### config.mk
export PLATFORM = sky130hd
export DESIGN_NAME = neopixel_frame_driver
export DESIGN_NICKNAME = d
export VERILOG_FILES = /design/src/rtl/neopixel_pkg.sv /design/src/rtl/neopixel_pixel_encoder.sv /design/src/rtl/neopixel_frame_driver.sv
export SDC_FILE = /design/constraint.sdc
export NUM_CORES = 1
export LEC_CHECK = 0
export CAP_MARGIN = 15
export CORE_ASPECT_RATIO = 1.5
export CORE_MARGIN = 2
export CORE_UTILIZATION = 30
export DETAILED_ROUTE_END_ITERATION = 10
export HOLD_SLACK_MARGIN = 0.05
export PLACE_DENSITY = 0.6
export RECOVER_POWER = 100
export SYNTH_ARGS = -nofsm -noshare
export SYNTH_HDL_FRONTEND = slang
export SYNTH_SLANG_ARGS = --single-unit
### constraint.sdc
create_clock -name clock -period 2.7 [get_ports clock]
set_input_delay 0.54 -clock clock [delete_from_list [all_inputs] [get_ports clock]]
set_output_delay 0.54 -clock clock [all_outputs]
set_load 0.005 [all_outputs]
### src/rtl/neopixel_pkg.sv
// rtl/neopixel_pkg.sv - shared modes, colour constants and timing defaults for the neopixel frame driver
package neopixel_pkg;

  typedef enum logic [1:0] {
    MODE_REVEAL  = 2'b00,
    MODE_IDLE    = 2'b01,
    MODE_LOADING = 2'b10,
    MODE_SCORING = 2'b11
  } mode_e;

  typedef enum logic [2:0] {
    S_IDLE,
    S_HIGH,
    S_LOW,
    S_LATCH,
    S_DONE
  } state_e;

  localparam logic [2:0] FB_RED   = 3'd7;
  localparam logic [2:0] FB_WHITE = 3'd1;

  localparam logic [7:0]  LVL       = 8'h20;
  localparam logic [23:0] RGB_OFF   = 24'h000000;
  localparam logic [23:0] RGB_RED   = {LVL, 8'h00, 8'h00};
  localparam logic [23:0] RGB_GREEN = {8'h00, LVL, 8'h00};
  localparam logic [23:0] RGB_BLUE  = {8'h00, 8'h00, LVL};
  localparam logic [23:0] RGB_YEL   = {LVL, LVL, 8'h00};
  localparam logic [23:0] RGB_CYAN  = {8'h00, LVL, LVL};
  localparam logic [23:0] RGB_MAG   = {LVL, 8'h00, LVL};
  localparam logic [23:0] RGB_WHITE = {LVL, LVL, LVL};

  localparam int T0H_DEF    = 20;
  localparam int T1H_DEF    = 40;
  localparam int TBIT_DEF   = 63;
  localparam int TLATCH_DEF = 2600;

  function automatic logic [23:0] lut_rgb(input logic [2:0] code);
    case (code)
      3'd0:    return RGB_RED;
      3'd1:    return RGB_GREEN;
      3'd2:    return RGB_BLUE;
      3'd3:    return RGB_YEL;
      3'd4:    return RGB_CYAN;
      3'd5:    return RGB_MAG;
      default: return RGB_OFF;
    endcase
  endfunction

  // WS2812 expects green first on the wire.
  function automatic logic [23:0] rgb_to_grb(input logic [23:0] rgb);
    return {rgb[15:8], rgb[23:16], rgb[7:0]};
  endfunction

endpackage

### src/rtl/neopixel_pixel_encoder.sv
// rtl/neopixel_pixel_encoder.sv - maps game state for one pixel slot to a 24-bit GRB word
module neopixel_pixel_encoder
  import neopixel_pkg::*;
(
  input  logic [1:0]  st,
  input  logic        won,
  input  logic        lost,
  input  logic        upper,
  input  logic [2:0]  guess_code,
  input  logic [2:0]  pattern_code,
  input  logic [2:0]  fb_code,
  input  logic        loaded,
  output logic [23:0] grb
);

  logic [23:0] rgb;

  always_comb begin
    rgb = RGB_OFF;
    case (mode_e'(st))
      MODE_SCORING: begin
        if (!upper)                rgb = lut_rgb(guess_code);
        else if (fb_code == FB_RED)   rgb = RGB_RED;
        else if (fb_code == FB_WHITE) rgb = RGB_WHITE;
      end
      MODE_REVEAL: begin
        if (!upper)    rgb = lut_rgb(pattern_code);
        else if (won)  rgb = RGB_GREEN;
        else if (lost) rgb = RGB_RED;
      end
      default: begin
        if (!upper && loaded) rgb = RGB_WHITE;
      end
    endcase
  end

  assign grb = rgb_to_grb(rgb);

endmodule

### src/rtl/neopixel_frame_driver.sv
// rtl/neopixel_frame_driver.sv - snapshots game state into an 8-pixel frame and shifts it out on a WS2812 line
module neopixel_frame_driver
  import neopixel_pkg::*;
#(
  parameter int T0H    = T0H_DEF,
  parameter int T1H    = T1H_DEF,
  parameter int TBIT   = TBIT_DEF,
  parameter int TLATCH = TLATCH_DEF
) (
  input  logic        clock,
  input  logic        reset_L,
  input  logic        start,
  input  logic [1:0]  st,
  input  logic [11:0] guess,
  input  logic [11:0] pattern,
  input  logic [11:0] feedback,
  input  logic [3:0]  loaded_i,
  input  logic        won,
  input  logic        lost,
  output logic        neopixel_data,
  output logic        busy,
  output logic        done
);

  localparam int TW = $clog2(TBIT);
  localparam int LW = $clog2(TLATCH);
  localparam logic [TW-1:0] TBIT_LAST   = TW'(TBIT - 1);
  localparam logic [TW-1:0] T0H_LAST    = TW'(T0H - 1);
  localparam logic [TW-1:0] T1H_LAST    = TW'(T1H - 1);
  localparam logic [LW-1:0] TLATCH_LAST = LW'(TLATCH - 1);

  state_e            state, state_n;
  logic [7:0][23:0]  frame_q, frame_d;
  logic [TW-1:0]     tcnt;
  logic [4:0]        bit_idx;
  logic [2:0]        pix_idx;
  logic [LW-1:0]     lcnt;
  logic              cur_bit, last_bit, bit_end, accept;

  for (genvar p = 0; p < 8; p++) begin : g_pix
    localparam int   SLOT = p % 4;
    localparam logic UP   = (p >= 4);
    neopixel_pixel_encoder u_enc (
      .st           (st),
      .won          (won),
      .lost         (lost),
      .upper        (UP),
      .guess_code   (guess[3*SLOT +: 3]),
      .pattern_code (pattern[3*SLOT +: 3]),
      .fb_code      (feedback[3*SLOT +: 3]),
      .loaded       (loaded_i[SLOT]),
      .grb          (frame_d[p])
    );
  end

  assign accept   = (state == S_IDLE) && start;
  assign cur_bit  = frame_q[pix_idx][5'd23 - bit_idx];
  assign last_bit = (pix_idx == 3'd7) && (bit_idx == 5'd23);
  assign bit_end  = (state == S_LOW) && (tcnt == TBIT_LAST);

  always_comb begin
    state_n = state;
    case (state)
      S_IDLE:  if (start) state_n = S_HIGH;
      S_HIGH:  if (tcnt == (cur_bit ? T1H_LAST : T0H_LAST)) state_n = S_LOW;
      S_LOW:   if (tcnt == TBIT_LAST) state_n = last_bit ? S_LATCH : S_HIGH;
      S_LATCH: if (lcnt == TLATCH_LAST) state_n = S_DONE;
      S_DONE:  state_n = S_IDLE;
      default: state_n = S_IDLE;
    endcase
  end

  always_ff @(posedge clock or negedge reset_L) begin
    if (!reset_L) begin
      state   <= S_IDLE;
      frame_q <= '0;
      tcnt    <= '0;
      bit_idx <= '0;
      pix_idx <= '0;
      lcnt    <= '0;
    end else begin
      state <= state_n;
      if (accept) frame_q <= frame_d;

      // The bit timer runs through HIGH and LOW so every bit spans exactly TBIT cycles.
      if (state == S_HIGH || state == S_LOW)
        tcnt <= (tcnt == TBIT_LAST) ? '0 : tcnt + 1'b1;
      else
        tcnt <= '0;

      if (bit_end) begin
        bit_idx <= (bit_idx == 5'd23) ? 5'd0 : bit_idx + 5'd1;
        if (bit_idx == 5'd23) pix_idx <= (pix_idx == 3'd7) ? 3'd0 : pix_idx + 3'd1;
      end

      lcnt <= (state == S_LATCH) ? lcnt + 1'b1 : '0;
    end
  end

  // Outputs are registered off the next state so they line up with the state they describe.
  always_ff @(posedge clock or negedge reset_L) begin
    if (!reset_L) begin
      neopixel_data <= 1'b0;
      busy          <= 1'b0;
      done          <= 1'b0;
    end else begin
      neopixel_data <= (state_n == S_HIGH);
      busy          <= (state_n != S_IDLE);
      done          <= (state_n == S_DONE);
    end
  end

endmodule

==> impl_metrics.py, run 1 <==
metrics = {
    "floorplanning": {
        "dieWidth_um": 90.45,
        "core-area_sq_um": 11000,
        "dieArea_sq_um": 12090,
        "row_count": 47,
        "boundaryPins": 50,
        "die_h_um": 133.7,
        "start_util": 0.3058,
    },
    "global_routing": {
        "grt_overflow": 0,
        "grt_pass1_vias": 2672,
        "use_met2": 0.2180,
        "grt.met1_usage": 0.1484,
        "grtUsageTotal": 0.1243,
        "antenna_found_initial": 0,
        "grt-busiest-layer": "met2",
        "use_met3": 0.02262,
        "grt_pass1_wl_mm": 12.28,
        "grt_max_degree": 57,
    },
    "clocking": {
        "cts_resized": 0,
        "cts_made_buffers": 5,
        "post_cts_buffers": 0,
        "htree_levels": 2,
        "cts_sinks": 56,
        "clkLatencyLatePin_ns": 0.30,
        "clkSlewWorstSetupHoldPaths_ns": 0.07,
        "clk_path_buf_depth": 2,
        "holdBufCountCts": 0,
        "clock-root-buffer": "clkbuf_16",
        "cts_tree": "done",
    },
    "critical_path": {
        "cp_data_arrival_time_ns": 2.54,
        "worstSetupPathType": "in2reg",
        "crit_fanout": 17,
        "regToRegSetupSlack_ns": 0.45,
        "start_kind": "input port",
        "critPathRequiredTime_ns": 2.94,
        "crit_path_end_kind": "flop",
    },
    "detailed_routing": {
        "drt-pass1-iter-count": 4,
        "wirelength_mm": 7.229,
        "vias": 2687,
        "drtIter0Drc": 109,
        "wire_per_inst_um": 13.44,
        "antenna_left": 0,
        "via_per_inst": 4.994,
        "drc": 0,
    },
    "job": {
        "cap_viol_max_count": 0,
    },
    "timing": {
        "worst_pin_slew_ns": 1.381,
        "clock.fmax_mhz": 434.6,
        "rsz0062_at_grt": "no",
        "slew_headroom": 0.07919,
        "post-route-period-util": 0.8523,
        "drv_slew": 0,
        "timing.hold.ws_ns": 0.4631,
        "setup_tns_ns": 0,
        "fin_worst_skew_ns": 0.005171,
        "setup-violations-final": 0,
        "fin_crit_ns": 2.301,
        "hold_viol_final": 0,
    },
    "synth": {
        "netlist_instances": 343,
        "avgSynthCellArea_sq_um": 9.805,
        "synth_warnings": 0,
        "yosysSeqAreaShare": 0.4167,
        "synth_area_sq_um": 3363,
        "ys.flop_type": "dfrtp_1",
        "synth_fp_nets": 399,
        "synth_edf_count": 0,
        "synth_top_cells_by_area": "dfrtp_1 42%, xor2_1 4.7%, nor2_1 4.4%",
        "ys_types": 43,
        "synth_top_area_share": 0.4167,
        "post-synth-top-area-cell": "dfrtp_1",
        "synthArstFlopShare": 1.000,
        "ys_ff_latch": 56,
    },
    "hold_path": {
        "holdCritPathClass": "reg2reg",
    },
    "place": {
        "place_congestion": 0.8077,
        "dpl.hpwl_mm": 5.595,
        "dpl-instance-area_sq_um": 4013,
        "port_buffers": 49,
    },
    "finish": {
        "area_delta_synth_final_pct": 23.77,
        "stdcell_area_sq_um": 4163,
        "drive_gt1_frac": 0.04348,
        "nets": 447,
        "antenna_cells": 0,
    },
    "power": {
        "power_density_nw_per_um2": 461.7,
        "peakVddDrop_mv": 0.2329,
        "p_leak_nw": 1.833,
    },
    "run_status": {
        "outcome": "complete, no violations",
    },
}
metrics by stage:
stage / instances / setup slack (ns) / utilization / total power [mW]
final: 538 / 0.3988 / 0.3785 / 1.922
after global placement: 531 / 0.3382 / 0.3649 / 1.115
after floorplan: 343 / 0.7885 / - / 0.9900
after detailed placement: 531 / 0.2688 / 0.3649 / 1.120
after CTS: 538 / 0.5176 / 0.3817 / 1.950
after global routing: 538 / 0.2190 / 0.3785 / 2.010
cell families after synthesis:
kind of cell | share of synthesized area
AOI/OAI and AO/OA | 0.1451
and+or+nand+nor | 0.2154
muxes | 0.09710
DFF | 0.4167
xor gates and xnor gates | 0.06510
adders and majority gates | 0.03348
buffers and inverters | 0.02716
synthesized netlist by cell type, types with 10 or more instances:
| master | number |
|---|---|
| nor2_1 | 39 |
| nand2_1 | 31 |
| xor2_1 | 18 |
| a22o_1 | 14 |
| a221o_1 | 11 |
| o21ai_0 | 18 |
| clkbuf_1 | 11 |
| nand3_1 | 15 |
| mux2i_1 | 12 |
| nand2b_1 | 14 |
| dfrtp_1 | 56 |
| a21oi_1 | 10 |
final timing paths:
path / startpoint / end / depth (start not counted)
max in group asynchronous: reset_L / lcnt[0] / 2
max reg2reg: pix_idx[0] / neopixel_data / 5
min: lcnt[0] / lcnt[0] / 1
min in group asynchronous: reset_L / lcnt[5] / 2
max: start / frame_q[93] / 5
min reg2reg: lcnt[0] / lcnt[0] / 1
per-layer routing:
metal | wire [um] | up-vias
met1 | 3138 | 1275
li1 | - | 1334
met5 | 0 | -
met2 | 3635 | 63
met3 | 258 | 15
met4 | 196 | 0
layout by cell type (no fill, tap or decap), drive strengths merged, types with 5 or more instances in the layout:
cell           synthesis  layout
nor3                   5       5
mux2i                 12      12
a22o                  14      14
nand2                 31      31
a21o                   5       5
nand3                 15      15
clkbuf                11      10
xnor2                  7       7
mux2                   5       5
inv                    9       9
xor2                  18      18
o21ai                 18      18
dfrtp                 56      56
and2                   6       6
nor2                  39      39
a221o                 11      11
a21oi                 10      10
nand3b                 8       8
clkdlybuf4s50          0      43
ha                     9       9
dlygate4sd3            0       5
mux4                   6       6
nand2b                14      14
sequential cells by signal (all words and copies together), names as in the netlist:
name	flops
busy	1
lcnt	12
tcnt	6
bit_idx	5
frame_q	24
pix_idx	3
state	3
done	1
neopixel_data	1
cell type report:
cell class              instances  area (sq um)
clock buffers                   5         125.1
clock inverters                 2         60.06
fillers                      1111          6834
inverters                       9         33.78
multi-input cells             265          1853
flip-flops and latches         56          1401
well taps                     147         183.9
repair buffers                 54         505.5
report_power, final:
group	internal (mW)	total (mW)	leakage [nW]	switching, mW
combinational	0.129	0.229	0.998	0.100
sequential	0.858	0.871	0.745	0.0130
clock	0.527	0.822	0.0899	0.296
total	1.51	1.92	1.83	0.409
worst max-delay path, cell delays in order:
cell           delay (ns)
dlygate4sd3_1        0.57
or4b_1               0.57
clkbuf_1             0.36
a21oi_1              0.32
a22o_1               0.17
Note: power is estimated with default switching activity, not from simulation.
==> run 2, diff against run 1 <==
--- a/config.mk
+++ b/config.mk
@@ -5,6 +5,7 @@
 export SDC_FILE = /design/constraint.sdc
 export NUM_CORES = 1
 export LEC_CHECK = 0
+export ABC_CLOCK_PERIOD_IN_PS = 2700
 export CAP_MARGIN = 15
 export CORE_ASPECT_RATIO = 1.5
 export CORE_MARGIN = 2
==> results of run 2 <==
Final layout, timing and power as in run 1 (identical DEF).
==> run 3, diff against run 2 <==
--- a/config.mk
+++ b/config.mk
@@ -6,7 +6,7 @@
 export NUM_CORES = 1
 export LEC_CHECK = 0
 export ABC_CLOCK_PERIOD_IN_PS = 2700
-export CAP_MARGIN = 15
+export CAP_MARGIN = 20
 export CORE_ASPECT_RATIO = 1.5
 export CORE_MARGIN = 2
 export CORE_UTILIZATION = 30
==> results of run 3 <==
Final layout, timing and power as in run 1 (identical DEF).
